**src/rtl/ddr_pkg.sv**
```systemverilog
// rtl/ddr_pkg.sv - shared constants and types for the arrow spawn scheduler
// Purpose: lane encodings, ring geometry, arrow start coordinate and FSM state type.
// Ports: none (package).
package ddr_pkg;

    localparam logic [1:0] LANE_U = 2'd0;
    localparam logic [1:0] LANE_D = 2'd1;
    localparam logic [1:0] LANE_R = 2'd2;
    localparam logic [1:0] LANE_L = 2'd3;

    localparam int MAX_ARROWS = 10;
    localparam int SLOT_W     = 4;
    localparam int COORD_W    = 11;

    // Starting y coordinate loaded into a freshly spawned arrow slot.
    localparam logic [COORD_W-1:0] U_BOUND = 11'd40;

    typedef enum logic [1:0] {
        ST_IDLE  = 2'd0,
        ST_WAIT  = 2'd1,
        ST_PICK  = 2'd2,
        ST_ISSUE = 2'd3
    } state_t;

    // Lane rotation is plain modulo-4 addition on the 2-bit encoding.
    function automatic logic [1:0] lane_add(input logic [1:0] a, input logic [1:0] b);
        return a + b;
    endfunction

endpackage

```
**src/rtl/arrow_spawn_scheduler_lane_tracker.sv**
```systemverilog
// rtl/arrow_spawn_scheduler_lane_tracker.sv - per-lane ring occupancy and pointers
// Purpose: tracks occupancy, write and read pointers of one lane's arrow ring.
// Ports: clk, reset (async, active-high), spawn_en (slot taken), retire_en (oldest
//        arrow left), occ (live arrows), wptr (next slot to load), rptr (oldest slot),
//        full (occ == MAX_ARROWS).
module lane_tracker #(
    parameter int MAX_ARROWS = ddr_pkg::MAX_ARROWS
) (
    input  logic                       clk,
    input  logic                       reset,
    input  logic                       spawn_en,
    input  logic                       retire_en,
    output logic [ddr_pkg::SLOT_W-1:0] occ,
    output logic [ddr_pkg::SLOT_W-1:0] wptr,
    output logic [ddr_pkg::SLOT_W-1:0] rptr,
    output logic                       full
);
    import ddr_pkg::*;

    localparam logic [SLOT_W-1:0] CAP  = SLOT_W'(MAX_ARROWS);
    localparam logic [SLOT_W-1:0] LAST = SLOT_W'(MAX_ARROWS - 1);

    logic [SLOT_W-1:0] occ_q, occ_d;
    logic [SLOT_W-1:0] wptr_q, wptr_d;
    logic [SLOT_W-1:0] rptr_q, rptr_d;
    logic              do_retire;

    always_comb begin
        // A retire on an empty lane is dropped so the count cannot underflow.
        do_retire = retire_en && (occ_q != '0);
        occ_d     = occ_q;
        case ({spawn_en, do_retire})
            2'b10:   occ_d = occ_q + 4'd1;
            2'b01:   occ_d = occ_q - 4'd1;
            default: occ_d = occ_q;
        endcase
        wptr_d = wptr_q;
        if (spawn_en) begin
            wptr_d = (wptr_q == LAST) ? '0 : wptr_q + 4'd1;
        end
        rptr_d = rptr_q;
        if (do_retire) begin
            rptr_d = (rptr_q == LAST) ? '0 : rptr_q + 4'd1;
        end
    end

    always_ff @(posedge clk or posedge reset) begin
        if (reset) begin
            occ_q  <= '0;
            wptr_q <= '0;
            rptr_q <= '0;
        end else begin
            occ_q  <= occ_d;
            wptr_q <= wptr_d;
            rptr_q <= rptr_d;
        end
    end

    assign occ  = occ_q;
    assign wptr = wptr_q;
    assign rptr = rptr_q;
    assign full = (occ_q == CAP);

endmodule

```
**src/rtl/arrow_spawn_scheduler.sv**
```systemverilog
// rtl/arrow_spawn_scheduler.sv - arrow spawn timing, lane selection and slot allocation
// Purpose: counts frames, picks a non-full lane starting from the random preference,
//          issues a spawn request with the lane's next free slot, counts dropped decisions.
// Optional feature macro: DDR_DIFFICULTY_RAMP_EN (score-dependent spawn interval).
// Ports: clk, reset (async, active-high), frame_tick, enable, rand_in[4:0] (LFSR, [1:0]
//        preferred lane), score[10:0], spawn_valid/spawn_lane/spawn_slot/spawn_ready
//        (spawn handshake), retire_valid/retire_lane, lane_occ[15:0] {L,R,D,U},
//        drop_count[7:0] (saturating).
module arrow_spawn_scheduler #(
    parameter int MAX_ARROWS    = ddr_pkg::MAX_ARROWS,
    parameter int BASE_INTERVAL = 200,
    parameter int MIN_INTERVAL  = 40,
    parameter int RAMP_SHIFT    = 2
) (
    input  logic        clk,
    input  logic        reset,
    input  logic        frame_tick,
    input  logic        enable,
    input  logic [4:0]  rand_in,
    input  logic [10:0] score,
    output logic        spawn_valid,
    output logic [1:0]  spawn_lane,
    output logic [3:0]  spawn_slot,
    input  logic        spawn_ready,
    input  logic        retire_valid,
    input  logic [1:0]  retire_lane,
    output logic [15:0] lane_occ,
    output logic [7:0]  drop_count
);
    import ddr_pkg::*;

    state_t            state_q, state_d;
    logic [7:0]        fcnt_q, fcnt_d;
    logic [7:0]        interval_q, interval_d;
    logic [1:0]        lane_q, lane_d;
    logic [SLOT_W-1:0] slot_q, slot_d;
    logic              valid_q, valid_d;
    logic [7:0]        drop_q, drop_d;

    logic [SLOT_W-1:0] occ_w  [4];
    logic [SLOT_W-1:0] wptr_w [4];
    logic [SLOT_W-1:0] rptr_w [4];
    logic [3:0]        full_w;
    logic [3:0]        spawn_en;
    logic [3:0]        retire_en;

    logic [7:0]        next_interval;
    logic [7:0]        tick_inc;
    logic              pick_found;
    logic [1:0]        pick_lane;
    logic [1:0]        cand_lane;
    logic              unused_ok;

`ifdef DDR_DIFFICULTY_RAMP_EN
    logic [11:0] score_sh;
    logic [11:0] ramp_sub;
    always_comb begin
        score_sh = 12'(score) >> RAMP_SHIFT;
        ramp_sub = 12'(BASE_INTERVAL) - score_sh;
        // Underflow (score_sh > BASE) or a result below the floor both clamp.
        if ((score_sh > 12'(BASE_INTERVAL)) || (ramp_sub < 12'(MIN_INTERVAL))) begin
            next_interval = 8'(MIN_INTERVAL);
        end else begin
            next_interval = ramp_sub[7:0];
        end
    end
    assign unused_ok = ^rand_in[4:2];
`else
    assign next_interval = 8'(BASE_INTERVAL);
    assign unused_ok     = ^{rand_in[4:2], score};
`endif

    assign tick_inc = (fcnt_q == 8'hFF) ? fcnt_q : fcnt_q + 8'd1;

    // First non-full lane in rotation order from the preferred lane; scanning
    // backwards lets the earliest candidate overwrite later ones.
    always_comb begin
        pick_found = 1'b0;
        pick_lane  = rand_in[1:0];
        cand_lane  = rand_in[1:0];
        for (int i = 3; i >= 0; i--) begin
            cand_lane = lane_add(rand_in[1:0], 2'(i));
            if (!full_w[cand_lane]) begin
                pick_found = 1'b1;
                pick_lane  = cand_lane;
            end
        end
    end

    always_comb begin
        state_d    = state_q;
        fcnt_d     = fcnt_q;
        interval_d = interval_q;
        lane_d     = lane_q;
        slot_d     = slot_q;
        valid_d    = valid_q;
        drop_d     = drop_q;
        spawn_en   = 4'b0000;
        case (state_q)
            ST_IDLE: begin
                if (enable) state_d = ST_WAIT;
            end
            ST_WAIT: begin
                if (!enable) begin
                    state_d = ST_IDLE;
                end else if (frame_tick) begin
                    if ({1'b0, fcnt_q} + 9'd1 >= {1'b0, interval_q}) begin
                        fcnt_d  = '0;
                        state_d = ST_PICK;
                    end else begin
                        fcnt_d = fcnt_q + 8'd1;
                    end
                end
            end
            ST_PICK: begin
                if (frame_tick) fcnt_d = tick_inc;
                if (pick_found) begin
                    lane_d  = pick_lane;
                    slot_d  = wptr_w[pick_lane];
                    valid_d = 1'b1;
                    state_d = ST_ISSUE;
                end else begin
                    if (drop_q != 8'hFF) drop_d = drop_q + 8'd1;
                    state_d = ST_WAIT;
                end
            end
            ST_ISSUE: begin
                if (frame_tick) fcnt_d = tick_inc;
                if (spawn_ready) begin
                    spawn_en[lane_q] = 1'b1;
                    valid_d          = 1'b0;
                    state_d          = enable ? ST_WAIT : ST_IDLE;
                end
            end
            default: state_d = ST_IDLE;
        endcase
        if ((state_d == ST_WAIT) && (state_q != ST_WAIT)) interval_d = next_interval;
    end

    always_ff @(posedge clk or posedge reset) begin
        if (reset) begin
            state_q    <= ST_IDLE;
            fcnt_q     <= '0;
            interval_q <= 8'(BASE_INTERVAL);
            lane_q     <= '0;
            slot_q     <= '0;
            valid_q    <= 1'b0;
            drop_q     <= '0;
        end else begin
            state_q    <= state_d;
            fcnt_q     <= fcnt_d;
            interval_q <= interval_d;
            lane_q     <= lane_d;
            slot_q     <= slot_d;
            valid_q    <= valid_d;
            drop_q     <= drop_d;
        end
    end

    assign retire_en = retire_valid ? (4'b0001 << retire_lane) : 4'b0000;

    for (genvar g = 0; g < 4; g++) begin : g_lane
        lane_tracker #(.MAX_ARROWS(MAX_ARROWS)) u_trk (
            .clk       (clk),
            .reset     (reset),
            .spawn_en  (spawn_en[g]),
            .retire_en (retire_en[g]),
            .occ       (occ_w[g]),
            .wptr      (wptr_w[g]),
            .rptr      (rptr_w[g]),
            .full      (full_w[g])
        );
    end

    assign spawn_valid = valid_q;
    assign spawn_lane  = lane_q;
    assign spawn_slot  = slot_q;
    assign drop_count  = drop_q;
    assign lane_occ    = {occ_w[3], occ_w[2], occ_w[1], occ_w[0]};

endmodule

```
**config.mk**
```make
export PLATFORM = sky130hd
export DESIGN_NAME = arrow_spawn_scheduler
export DESIGN_NICKNAME = d
export VERILOG_FILES = /design/src/rtl/ddr_pkg.sv /design/src/rtl/arrow_spawn_scheduler_lane_tracker.sv /design/src/rtl/arrow_spawn_scheduler.sv
export SDC_FILE = /design/constraint.sdc
export NUM_CORES = 1
export LEC_CHECK = 0
export CORE_ASPECT_RATIO = 1.5
export CORE_MARGIN = 10
export CORE_UTILIZATION = 48
export DETAILED_ROUTE_END_ITERATION = 8
export GPL_TIMING_DRIVEN = 0
export PLACE_DENSITY = 0.77
export SETUP_SLACK_MARGIN = 0.2
export SLEW_MARGIN = 5
export SYNTH_ARGS = -nofsm -noshare
export SYNTH_HDL_FRONTEND = slang
export SYNTH_SLANG_ARGS = --single-unit
```
**constraint.sdc**
```tcl
create_clock -name clk -period 2.4 [get_ports clk]
set_input_delay 0.36 -clock clk [delete_from_list [all_inputs] [get_ports clk]]
set_output_delay 0.36 -clock clk [all_outputs]
set_load 0.03 [all_outputs]
```
[Yosys cells after proc, flatten, opt, wreduce, memory -nomap -nowiden]
Cells that the tools add are included.
Word-level totals
  output and inout bits: 31
  register bits after elaboration: 57
  logic and storage cells: 144
  bits of input ports: 24
Cells by class
  bitwise operators: 2
  equal/unequal tests: 30
  shift operators: 1
  reduce and logical (&&, ||, !) cells: 22
  muxes and demuxes: 49
  order comparisons: 8
  add/subtract/negate cells: 18
Operator list (number)
  2-to-1 mux 8 bit: 5
  2-to-1 mux 4 bit: 9
  adder 4 x 1 -> 4 bit (second input constant): 8
  == test 4 bit (second input constant): 8
  one-hot mux 4 bit (2 select lines): 4
  2-to-1 mux 2 bit: 10
  adder 8 x 1 -> 8 bit (second input constant): 2
  one-hot mux 8 bit (2 select lines): 1
  nonzero test 4 bit: 4
  subtractor 4 x 1 -> 4 bit (second input constant): 4
  < comparator 2 x 3 -> 1 bit (second input constant): 5
  == test 2 bit (second input constant): 6
  2-to-1 mux 1 bit: 12
  inequality test 2 bit (second input constant): 6
  nonzero test 2 bit: 6
  == test 2 x 1 -> 1 bit (second input constant): 5
  adder 8 x 1 -> 9 bit (second input constant): 1
  >= comparator 9 x 8 -> 1 bit (second input constant): 1
  binary-select mux 1 bit (select 2 bit): 4
  binary-select mux 4 bit (select 2 bit): 1
  == test 8 bit (second input constant): 1
  inequality test 8 bit (second input constant): 1
  one-hot mux 2 bit (4 select lines): 1
  inequality test 3 bit (second input constant): 2
  17 further kinds: 23

[Depth between registers and ports, before layout]
  depth in word-level cells: 11
  gate-level depth with buffers: 11
  gate-level depth less buffers: 10

[Modules after synthesis]
A second synthesis with hierarchy kept.
Second synthesis, totals
  cells, all modules: 414
  area total of the unflattened synthesis: 4255.3 um^2
Modules (own cells, without submodules)
  lane_tracker: seq. area each 300.3 um^2, cells each 60, instances 4, area an instance 656.9 um^2
  arrow_spawn_scheduler: seq. area each 625.6 um^2, cells each 174, instances 1, area an instance 1627.8 um^2

[Least setup slack after synthesis]
Ideal clock, no wire load.
  kind: register -> register
  start: register lane_q[1] (netlist: spawn_lane[1])
  end: register g_lane[3].u_trk.occ_q[3]
  library setup time: 137 ps
  required time: 2263 ps
  buffers on the path: 0
  stages on the path, launching flop included: 11
  period minus slack after synthesis: 2350 ps
  arrival time: 2213 ps
  slack: 50 ps
  cell sequence: dfrtp_1 > inv_1 > nor3_1 > inv_1 > ha_1 > ha_1 > a21o_1 > a21oi_1 > xnor2_1 > nor2_1 > xor2_1
Between the ends
  word-level cells in the longest chain between the ends: 8
  elaborated cells between the ends (all ways): 11
  classes of those cells: 2 x order compare; 2 x eq/ne; 5 x mux; 2 x reduce/logical
Ends and longest elaborated chain
  start: declaration: RTL line arrow_spawn_scheduler.sv:35  | logic [1:0] lane_q, lane_d;
  start signal: assignment: RTL line arrow_spawn_scheduler.sv:153  | lane_q <= lane_d;
  < comparator 2 x 3 -> 1 bit (not written as such) or >= comparator 2 x 1 -> 1 bit (tied branches): RTL line arrow_spawn_scheduler.sv:130  | spawn_en[lane_q] = 1'b1;
  logical AND 1 bit (not written as such): RTL line arrow_spawn_scheduler.sv:130
  2-to-1 mux 1 bit (not written as such): RTL line arrow_spawn_scheduler.sv:130
  demux 1 bit (select 2 bit) *: RTL line arrow_spawn_scheduler.sv:130
  2-to-1 mux 4 bit *: RTL line arrow_spawn_scheduler.sv:129  | if (spawn_ready) begin
  2-to-1 mux 4 bit *: RTL line arrow_spawn_scheduler.sv:99  | case (state_q)
  == test 2 x 1 -> 1 bit or == test 2 bit (tied branches): RTL line arrow_spawn_scheduler_lane_tracker.sv:32  | case ({spawn_en, do_retire})
  one-hot mux 4 bit (2 select lines) or nonzero test 2 bit (tied branches)
  end signal: assignment: RTL line arrow_spawn_scheduler_lane_tracker.sv:49  | occ_q <= '0;
  end signal: assignment: RTL line arrow_spawn_scheduler_lane_tracker.sv:53  | occ_q <= occ_d;
  end: declaration: RTL line arrow_spawn_scheduler_lane_tracker.sv:23  | logic [SLOT_W-1:0] occ_q, occ_d;
Every way passes the cells marked *; elsewhere a longest branch is shown, timed or not.
A chain may end at the register's enable or synchronous reset.

[Worst setup path after layout]
  start: register g_lane[0].u_trk.occ_q[3]
  end: register g_lane[0].u_trk.occ_q[3]
Between the ends
  word-level cells in the longest chain between the ends: 4
  elaborated cells between the ends (all ways): 8
  classes of those cells: 2 x add/sub; 2 x eq/ne; 1 x mux; 3 x reduce/logical
Ends and longest elaborated chain (RTL line)
  start: declaration: arrow_spawn_scheduler_lane_tracker.sv:23
  start signal: assignment: arrow_spawn_scheduler_lane_tracker.sv:49
  start signal: assignment: arrow_spawn_scheduler_lane_tracker.sv:53
  parallel branches: the longest is 4 deep, another holds subtractor 4 x 1 -> 4 bit
Several ways; the timed one is not identified.

==> results.cfg <==
[synthesis]
synth.distinct_cells = 45
synth.area.top_cells = dfrtp_1, ha_1, xnor2_1
ys_top_cells_by_count = dfrtp_1, nand2_1, o21ai_0
yosys.area.top_type_share_pct = 43.69
syn_nets = 368
synth_area_sq_um = 3264
yosysTopAreaCell = dfrtp_1
synth_flop_cell = dfrtp_1
synthCells = 325
ys_ff_latch = 57
async_flop_share_pct = 100.0
synth.most_common_cell = dfrtp_1
syn_avg_cell_area_sq_um = 10.04
yosys_warnings = 0
seq_area_frac_synth_pct = 43.69
synth-edff-count = 0

[clock_network]
cts_tree = built
h-tree-depth = 3
cts-buffers-inserted = 9
cts_root_buffer = clkbuf_8
clock_latency_ns = 0.34
clockBufferDepth = 2
cts.sinks = 57
path_clk_slew_ns = 0.07

[place]
place_hpwl_um = 5177
numPortBuffers = 40
gp_congestion = 0.7784

[timing]
hold_viol_final = 0
relSlewSlack_pct = 69.97
period_needed_ns = 2.127
clock-skew-final_ns = 0.009959
setup_violations = 0
period_share_pct = 88.63
holdWs_ns = 0.3501
slew_viol_final = 0
max_slew.worst_pin.slew_ns = 0.4498
fmax_mhz = 470.1
rsz0062_at_grt = yes

[pwr]
p_leak_uw = 0.001942
total_power_uw = 3650
p_int_uw = 2257
switching_share_pct = 38.16
clockPowerShare_pct = 23.9
ir_drop_mv = 0.4759
combPwrFrac_pct = 38.1
p_per_area_nw_per_um2 = 855.1
power.switching_uw = 1393
p_seq_share_pct = 38.0

[floorplan]
die_width_um = 87.34
rows = 36
core_area_sq_um = 6576
die_y_um = 121
die_area_sq_um = 10570
initial_utilization_pct = 49.64
io_pins = 55

[cells_and_area]
multi_input_area_sq_um = 1908
drive_gt1_share_pct = 19.85
fillCellCount = 496
nNetsFinal = 436
register_area_sq_um = 1438
syn2layout_area_growth_pct = 30.78
insertedDiodeCount = 0

[critical_path]
cp-end-kind = register
required_ns = 2.61
cpLargestDelayFamily = simple AND/OR/NAND/NOR gates
max_stage_delay_ns = 0.44
critPathSlowestCell = dfrtp_1
critPathArrivalTime_ns = 2.34
critical_path_class = register to register
path_cells = nor4_2 > nor4b_2 > ha_4 > ha_1 > a21o_1 > a21oi_2 > xnor2_1 > nor2_1 > xor2_1
r2r_slack_ns = 0.27
crit_path_start_kind = register
worst-path-max-fanout = 4
crit_buf_inv = 0

[routing]
route.detailed.drc = 0
detail-route-antenna-nets = 0
via_count = 2623
routedWlPerCell_um = 15.40
via_per_inst = 5.534
wirelength_um = 7300
drtIter0Drc = 129
drt-pass1-iter-count = 5

[grt]
grt_pass1_vias = 2661
antenna_found_initial = 0
grt_max_degree = 39
grt_first_pass_wirelength_um = 12320
grt_usage_pct = 14.29
grt.overflow.total = 0

[job]
maxCapViolations = 0

[status]
outcome = finished, final reports clean

[min_path]
worstHoldPathType = input port to asynchronous set/reset pin
## cells in the final DEF, fill, tap and decap left out, types with 5 or more instances in the layout
cell type | Yosys | layout
a21o_1 | 8 | 8
buf_4 | 0 | 16
clkbuf_8 | 0 | 10
clkdlybuf4s50_1 | 0 | 39
dfrtp_1 | 57 | 48
dfrtp_2 | 0 | 9
ha_1 | 15 | 8
inv_1 | 20 | 18
mux2i_1 | 14 | 14
nand2_1 | 35 | 35
nand3_1 | 17 | 16
nor2_1 | 17 | 16
nor2b_1 | 8 | 8
nor3_1 | 12 | 9
nor3_4 | 3 | 6
o21ai_0 | 22 | 22
o221ai_1 | 5 | 5
xnor2_1 | 20 | 20
xor2_1 | 13 | 13
## cell families (layout without fill, tap and decap cells)
logic type | after synthesis | in the layout | share of synthesized area, %
AOI/OAI and AO/OA | 57 | 57 | 11.81
xor gates and xnor gates | 33 | 33 | 8.854
adders and majority gates | 19 | 19 | 8.202
buffers and inverters | 24 | 97 | 2.874
DFF | 57 | 57 | 43.69
muxes | 15 | 15 | 4.638
and+or+nand+nor | 120 | 120 | 19.93
## layer usage
metal | track usage [%] | up-vias | routed length, um | share of wire [%]
li1 | - | 1281 | - | -
met1 | 15.53 | 1281 | 2767 | 38
met2 | 24.18 | 47 | 4006 | 55
met3 | 5.242 | 14 | 379 | 5.2
met4 | 5.900 | 0 | 146 | 2.0
met5 | 0 | - | 0 | 0
## power groups by stage
stage	combinational [uW]	sequential, uW	clock (uW)
after floorplan	592	1590	0
final	1390	1390	873
after global placement	1240	1370	0
after detailed placement	1280	1370	0
after global routing	1530	1420	938
after CTS	1290	1360	892
## layout make-up
cell class	count	share of cell area (%)
multi-input cells	244	44.70
flip-flops and latches	57	33.68
clock buffers	13	3.488
plain buffers	4	0.5862
repair buffers	57	12.63
clock inverters	3	0.9379
well taps	76	2.227
inverters	20	1.759
## state kept, by name, indices dropped and copies added (netlist names)
signal,cells
spawn_slot,4
g_lane.u_trk.wptr,16
fcnt_q,8
g_lane.u_trk.occ,16
spawn_lane,2
spawn_valid,1
drop_count,8
state_q,2
## path summary, 6_finish.rpt
path | start | endpoint | cells after the start
worst max register to register | g_lane[0].u_trk.occ[3] | g_lane[0].u_trk.occ[3] | 9
max in group asynchronous | reset | fcnt_q[1] | 3
min in group clk | drop_count[6] | drop_count[6] | 1
worst min register to register | drop_count[6] | drop_count[6] | 1
worst max-delay path | g_lane[0].u_trk.occ[3] | g_lane[0].u_trk.occ[3] | 9
worst min-delay path | reset | g_lane[2].u_trk.occ[2] | 2
## timing repair
item                                    4_1_cts  5_1_grt
gates resized for setup                       7       24
buffers inserted                              7        9
hold buffers                                  0        0
pin swaps                                     4       16
endpoints found under the setup margin       12       11
## per-stage QoR
step	std cells	instance area [sq um]	setup slack, ns	setup TNS (ns)	utilization (%)
floorplan	325	3316	0.2081	0	-
global placement	441	3811	-0.5735	-24.25	57.95
detailed placement	442	3831	-0.3846	-1.437	58.26
CTS	465	4086	0.1740	0	62.14
global route	474	4269	0.1582	0	64.92
finish	474	4269	0.2728	0	64.92
Note: power is estimated with default switching activity, not from simulation.
